**src/rtl/alu_scheduler.sv**
```systemverilog
// alu_scheduler: round-robin arbiter and sequencer sharing one combinational
// ALU between two requesters. Illegal operation codes are answered directly
// with rsp_err and never reach the ALU.
// Optional feature macro: ALU_SCHED_STATS_EN adds saturating 16-bit counters
// cnt_req0, cnt_req1 (accepted requests) and cnt_err (illegal operations).
module alu_scheduler #(
  parameter int unsigned N       = 4,
  parameter int unsigned ALU_LAT = 1,
  parameter logic [3:0]  LAST_OP = 4'b1001
) (
  input  logic         clk,
  input  logic         rst,
  input  logic         req0_valid,
  output logic         req0_ready,
  input  logic [N-1:0] req0_a,
  input  logic [N-1:0] req0_b,
  input  logic [3:0]   req0_op,
  input  logic         req1_valid,
  output logic         req1_ready,
  input  logic [N-1:0] req1_a,
  input  logic [N-1:0] req1_b,
  input  logic [3:0]   req1_op,
  output logic [N-1:0] alu_a,
  output logic [N-1:0] alu_b,
  output logic [3:0]   alu_sel,
  input  logic [N-1:0] alu_resultado,
  input  logic         alu_carry,
  input  logic         alu_cero,
  input  logic         alu_negativo,
  input  logic         alu_desbordamiento,
  output logic         rsp_valid,
  input  logic         rsp_ready,
  output logic         rsp_id,
  output logic [N-1:0] rsp_resultado,
  output logic         rsp_carry,
  output logic         rsp_cero,
  output logic         rsp_negativo,
  output logic         rsp_desbordamiento,
  output logic         rsp_err
`ifdef ALU_SCHED_STATS_EN
  ,
  output logic [15:0]  cnt_req0,
  output logic [15:0]  cnt_req1,
  output logic [15:0]  cnt_err
`endif
);

  localparam int unsigned CW = 4;

  typedef enum logic [1:0] {IDLE = 2'd0, EXEC = 2'd1, RESP = 2'd2} state_t;

  state_t          state_q;
  logic            last_q;   // requester granted most recently (1 = req1)
  logic            id_q;
  logic [CW-1:0]   lat_q;    // remaining EXEC cycles minus one

  logic            accept_c;
  logic            sel_id_c;
  logic            illegal_c;
  logic [N-1:0]    sel_a_c;
  logic [N-1:0]    sel_b_c;
  logic [3:0]      sel_op_c;

  // Round-robin grant: ready only in IDLE, only for a valid requester.
  always_comb begin
    req0_ready = 1'b0;
    req1_ready = 1'b0;
    if (state_q == IDLE && !rst) begin
      req0_ready = req0_valid && (!req1_valid || last_q);
      req1_ready = req1_valid && (!req0_valid || !last_q);
    end
    accept_c  = req0_ready || req1_ready;
    sel_id_c  = req1_ready;
    sel_a_c   = req1_ready ? req1_a  : req0_a;
    sel_b_c   = req1_ready ? req1_b  : req0_b;
    sel_op_c  = req1_ready ? req1_op : req0_op;
    illegal_c = sel_op_c > LAST_OP;
  end

  // Sequencer: accept, drive the ALU for ALU_LAT cycles, hold the response.
  always_ff @(posedge clk) begin
    if (rst) begin
      state_q            <= IDLE;
      last_q             <= 1'b1;
      id_q               <= 1'b0;
      lat_q              <= '0;
      alu_a              <= '0;
      alu_b              <= '0;
      alu_sel            <= 4'b0000;
      rsp_valid          <= 1'b0;
      rsp_id             <= 1'b0;
      rsp_resultado      <= '0;
      rsp_carry          <= 1'b0;
      rsp_cero           <= 1'b0;
      rsp_negativo       <= 1'b0;
      rsp_desbordamiento <= 1'b0;
      rsp_err            <= 1'b0;
    end else begin
      case (state_q)
        IDLE: begin
          if (accept_c) begin
            last_q <= sel_id_c;
            id_q   <= sel_id_c;
            if (illegal_c) begin
              state_q            <= RESP;
              rsp_valid          <= 1'b1;
              rsp_id             <= sel_id_c;
              rsp_resultado      <= '0;
              rsp_carry          <= 1'b0;
              rsp_cero           <= 1'b0;
              rsp_negativo       <= 1'b0;
              rsp_desbordamiento <= 1'b0;
              rsp_err            <= 1'b1;
            end else begin
              state_q <= EXEC;
              alu_a   <= sel_a_c;
              alu_b   <= sel_b_c;
              alu_sel <= sel_op_c;
              lat_q   <= CW'(ALU_LAT - 1);
            end
          end
        end
        EXEC: begin
          if (lat_q == '0) begin
            state_q            <= RESP;
            rsp_valid          <= 1'b1;
            rsp_id             <= id_q;
            rsp_resultado      <= alu_resultado;
            rsp_carry          <= alu_carry;
            rsp_cero           <= alu_cero;
            rsp_negativo       <= alu_negativo;
            rsp_desbordamiento <= alu_desbordamiento;
            rsp_err            <= 1'b0;
            alu_a              <= '0;
            alu_b              <= '0;
            alu_sel            <= 4'b0000;
          end else begin
            lat_q <= lat_q - CW'(1);
          end
        end
        RESP: begin
          if (rsp_ready) begin
            state_q   <= IDLE;
            rsp_valid <= 1'b0;
          end
        end
        default: state_q <= IDLE;
      endcase
    end
  end

`ifdef ALU_SCHED_STATS_EN
  // Saturating statistics; an illegal op also counts for its requester.
  always_ff @(posedge clk) begin
    if (rst) begin
      cnt_req0 <= '0;
      cnt_req1 <= '0;
      cnt_err  <= '0;
    end else begin
      if (req0_ready && cnt_req0 != 16'hFFFF) cnt_req0 <= cnt_req0 + 16'd1;
      if (req1_ready && cnt_req1 != 16'hFFFF) cnt_req1 <= cnt_req1 + 16'd1;
      if (accept_c && illegal_c && cnt_err != 16'hFFFF) cnt_err <= cnt_err + 16'd1;
    end
  end
`endif

endmodule
```
**config.mk**
```make
export PLATFORM = sky130hd
export DESIGN_NAME = alu_scheduler
export DESIGN_NICKNAME = d
export VERILOG_FILES = /design/src/rtl/alu_scheduler.sv
export SDC_FILE = /design/constraint.sdc
export NUM_CORES = 1
export LEC_CHECK = 0
export BUFFER_PORTS_ARGS = -buffer_cell sky130_fd_sc_hd__buf_2
export CORE_MARGIN = 1
export CORE_UTILIZATION = 48
export DETAILED_ROUTE_END_ITERATION = 6
export GPL_TIMING_DRIVEN = 0
export HOLD_SLACK_MARGIN = 0.12
export PLACE_DENSITY = 0.9
export RECOVER_POWER = 100
export SYNTH_ARGS = -nofsm -noshare
export SYNTH_HDL_FRONTEND = slang
export SYNTH_SLANG_ARGS = --single-unit
```
**constraint.sdc**
```tcl
create_clock -name clk -period 2.15 [get_ports clk]
set_clock_uncertainty 0.2 [all_clocks]
set_input_delay 0.43 -clock clk [delete_from_list [all_inputs] [get_ports clk]]
set_output_delay 0.43 -clock clk [all_outputs]
set_load 0.01 [all_outputs]
```
==> results by group <==
Run status
  • Run status: completed

Floorplanning
  • Rows: 20
  • Total Die Area: 0.00351 mm^2
  • Initial Util: 51.1%
  • Die width: 59.2 um
  • Core Area: 0.00308 mm^2
  • I/O pins: 62
  • Die Y: 59.2 um

Logic synthesis
  • Sequential element share of the synthesized area: 39.5%
  • Yosys warns: 0
  • Post-synth EDFFs: 0
  • Synth top area share: 39.5%
  • Predominant post-synthesis flop cell: dfxtp_1
  • Average cell area after synthesis: 8.37 um^2
  • Library cells used by synthesis: 38
  • Most frequent cells after synthesis: 34 x nand2_1, 31 x dfxtp_1, 21 x o21ai_0, 14 x nand3_1, 13 x mux2i_1
  • Most frequent cell after synthesis: nand2_1
  • Mapped Cells: 188
  • Top cell type by total area after synthesis: dfxtp_1
  • Largest cells by area after synthesis: dfxtp_1 39%, mux2i_1 8.3%, nand2_1 8.1%
  • Synthesized flop and latch total: 31
  • Net Count, Synth: 227
  • Cell Area, Synth: 0.00157 mm^2
  • Async SR Flop Fraction: 0%

Clock network
  • TritonCTS Sinks: 31
  • Clock Root Buffer: clkbuf_4
  • Clk pin slew, worst setup/hold paths: 0.10 ns
  • Clk buf depth: 2
  • H-Tree Depth: 2
  • CTS tree: built
  • Skew-Pair Late Insertion Delay: 0.33 ns
  • CTS buffer count: 5

Drt
  • Drt pass-1 iters: 4
  • DRC: 0
  • ANT nets after route: 0
  • Routed len/inst: 14.3 um
  • Via density: 5.43
  • Via count: 1,712
  • Post-Route WL: 4510 um
  • 1st-iter DRT viols: 45

Global routing
  • Grt total ovfl: 0
  • Global-route wire length before repair: 7070 um
  • Gr usage total: 27.7%
  • Largest net degree at the start of global routing: 11
  • Initial antenna violation count: 0
  • Number of global-route vias before repair: 1,627

STA
  • Slew at the pin closest to its max-slew limit: 0.475 ns
  • Minimum clock period: 2.09 ns
  • Peak Freq: 478 MHz
  • Crit share post-route: 97.3%
  • RSZ-0062 raised after global routing: false
  • Normalized max-slew margin: 68.3%
  • Setup violators final: 0
  • Slack of the critical path: 0.0584 ns
  • Final slew viol count: 0
  • Fin. Hold Viols: 0

Pwr
  • PD cells: 661 mW/mm^2
  • Maximum vdd drop: 0.411 mV
  • Power Total: 0.00143 W
  • Leakage: 0.935 nW

Hold path
  • HP Class: input port to flip-flop
  • Worst Hold Launch: req1_b[2]

Setup path
  • Crit path launch: state_q[0]
  • WS Path Type: flip-flop to output pin
  • Reg2reg start: state_q[0]
  • Worst Path Arrival: 1.46 ns
  • Crit path required time: 1.52 ns
  • Critical Path Start Type: flip-flop
  • CP endpoint kind: output pin
  • Crit path max fanout: 4

Place
  • Placer Congestion: 0.784
  • Cell area after placement: 0.00193 mm^2
  • Dpl ws: -0.217 ns
  • IO buf count: 60
  • Post-detail-place hpwl: 2880 um

Cells and area
  • Layout cell share with drive strength beyond 1: 25.1%
  • Final instance area: 0.00216 mm^2
  • Nets: 309
  • Area Growth Syn to Fin: 37.3%
  • Diodes inserted: 0
  • Fillers: 267

Run
  • Maxcap violations: 0
## path summary, 6_finish.rpt
path / end / slack (ns) / cells past startpoint
worst max-delay path: req1_ready / 0.06 / 4
worst min-delay path: alu_b[2] / 0.23 / 4
worst max register to register: alu_a[1] / 0.10 / 6
worst min register to register: rsp_cero / 0.27 / 2
## flip-flops by register name, summed over array words and instances, names as in the netlist, 2 cells and up
| signal | count |
|---|---|
| rsp_resultado | 4 |
| lat_q | 4 |
| state_q | 2 |
| alu_a | 4 |
| alu_sel | 4 |
| alu_b | 4 |
## cell families (layout without fill, tap and decap cells)
group	after synthesis	in the layout	synth area share (%)
muxes	13	13	8.27
buffers and inverters	19	102	5.09
adders and majority gates	2	2	1.59
AOI/OAI and AO/OA	50	50	22.5
DFF	31	31	39.5
xor gates and xnor gates	2	2	1.11
and+or+nand+nor	71	71	22.0
## what timing repair did
action                                 in CTS  in global routing
pin swaps                                   3                  2
resized for setup                          17                  5
hold buffers                                9                  0
gates cloned                                0                  0
setup buffers                               7                  1
setup endpoints to repair                  10                 15
endpoints found under the hold margin       9                  0
## power breakdown
part | total [W] | switching, W | internal [W] | leakage, nW
Clock | 0.000388 | 0.000196 | 0.000192 | 0.0386
Sequential | 0.000644 | 0.0000240 | 0.000620 | 0.253
Combinational | 0.000397 | 0.000226 | 0.000171 | 0.644
Total | 0.00143 | 0.000446 | 0.000983 | 0.935
## stage by stage
step,hold slack (ns),std cells,util [%],TNS (ns)
after global routing,0.249,315,70.2,0
after CTS,0.224,316,71.8,-0.327
after detailed placement,0.252,292,62.8,-1.39
final,0.234,315,70.2,0
after global placement,0.243,292,62.8,-1.10
after floorplan,0.264,188,-,0
## cell type report
type	count	area (um^2)	share of cell area, %
multi-input combinational	138	916	42.4
buffer	10	43.8	2.03
sequential	31	624	28.9
inverter	7	26.3	1.22
timing repair buffer	77	425	19.7
clock buffer	8	68.8	3.19
tap	44	55.1	2.55
## critical path, stage by stage (launching register included)
cell and delay [ns]:
dfxtp_1 0.34, or3_4 0.43, buf_2 0.17, nor2_4 0.08, buf_6 0.10
## placed cells by master (no fill, tap or decap), types with 3 or more instances in the layout
| cell | synthesis | layout |
|---|---|---|
| nor2b_1 | 3 | 3 |
| clkbuf_1 | 10 | 31 |
| buf_4 | 0 | 8 |
| dfxtp_1 | 31 | 30 |
| o21ai_0 | 21 | 21 |
| inv_1 | 7 | 7 |
| a21o_1 | 9 | 9 |
| a21oi_1 | 4 | 3 |
| mux2i_1 | 13 | 13 |
| dlygate4sd3_1 | 0 | 9 |
| clkbuf_4 | 0 | 5 |
| nor3_1 | 5 | 4 |
| nand3_1 | 14 | 14 |
| nor2_1 | 5 | 4 |
| a211o_1 | 3 | 3 |
| nand2_1 | 34 | 34 |
| buf_2 | 1 | 37 |
## layer usage
metal	wire length [um]	vias to the layer above	GRT usage [%]
met1	1890	815	28.9
met2	2300	58	51.5
met5	0	-	0
met3	254	7	9.39
met4	53	0	8.84
li1	-	832	-
Power figures use the tool's default switching activity.
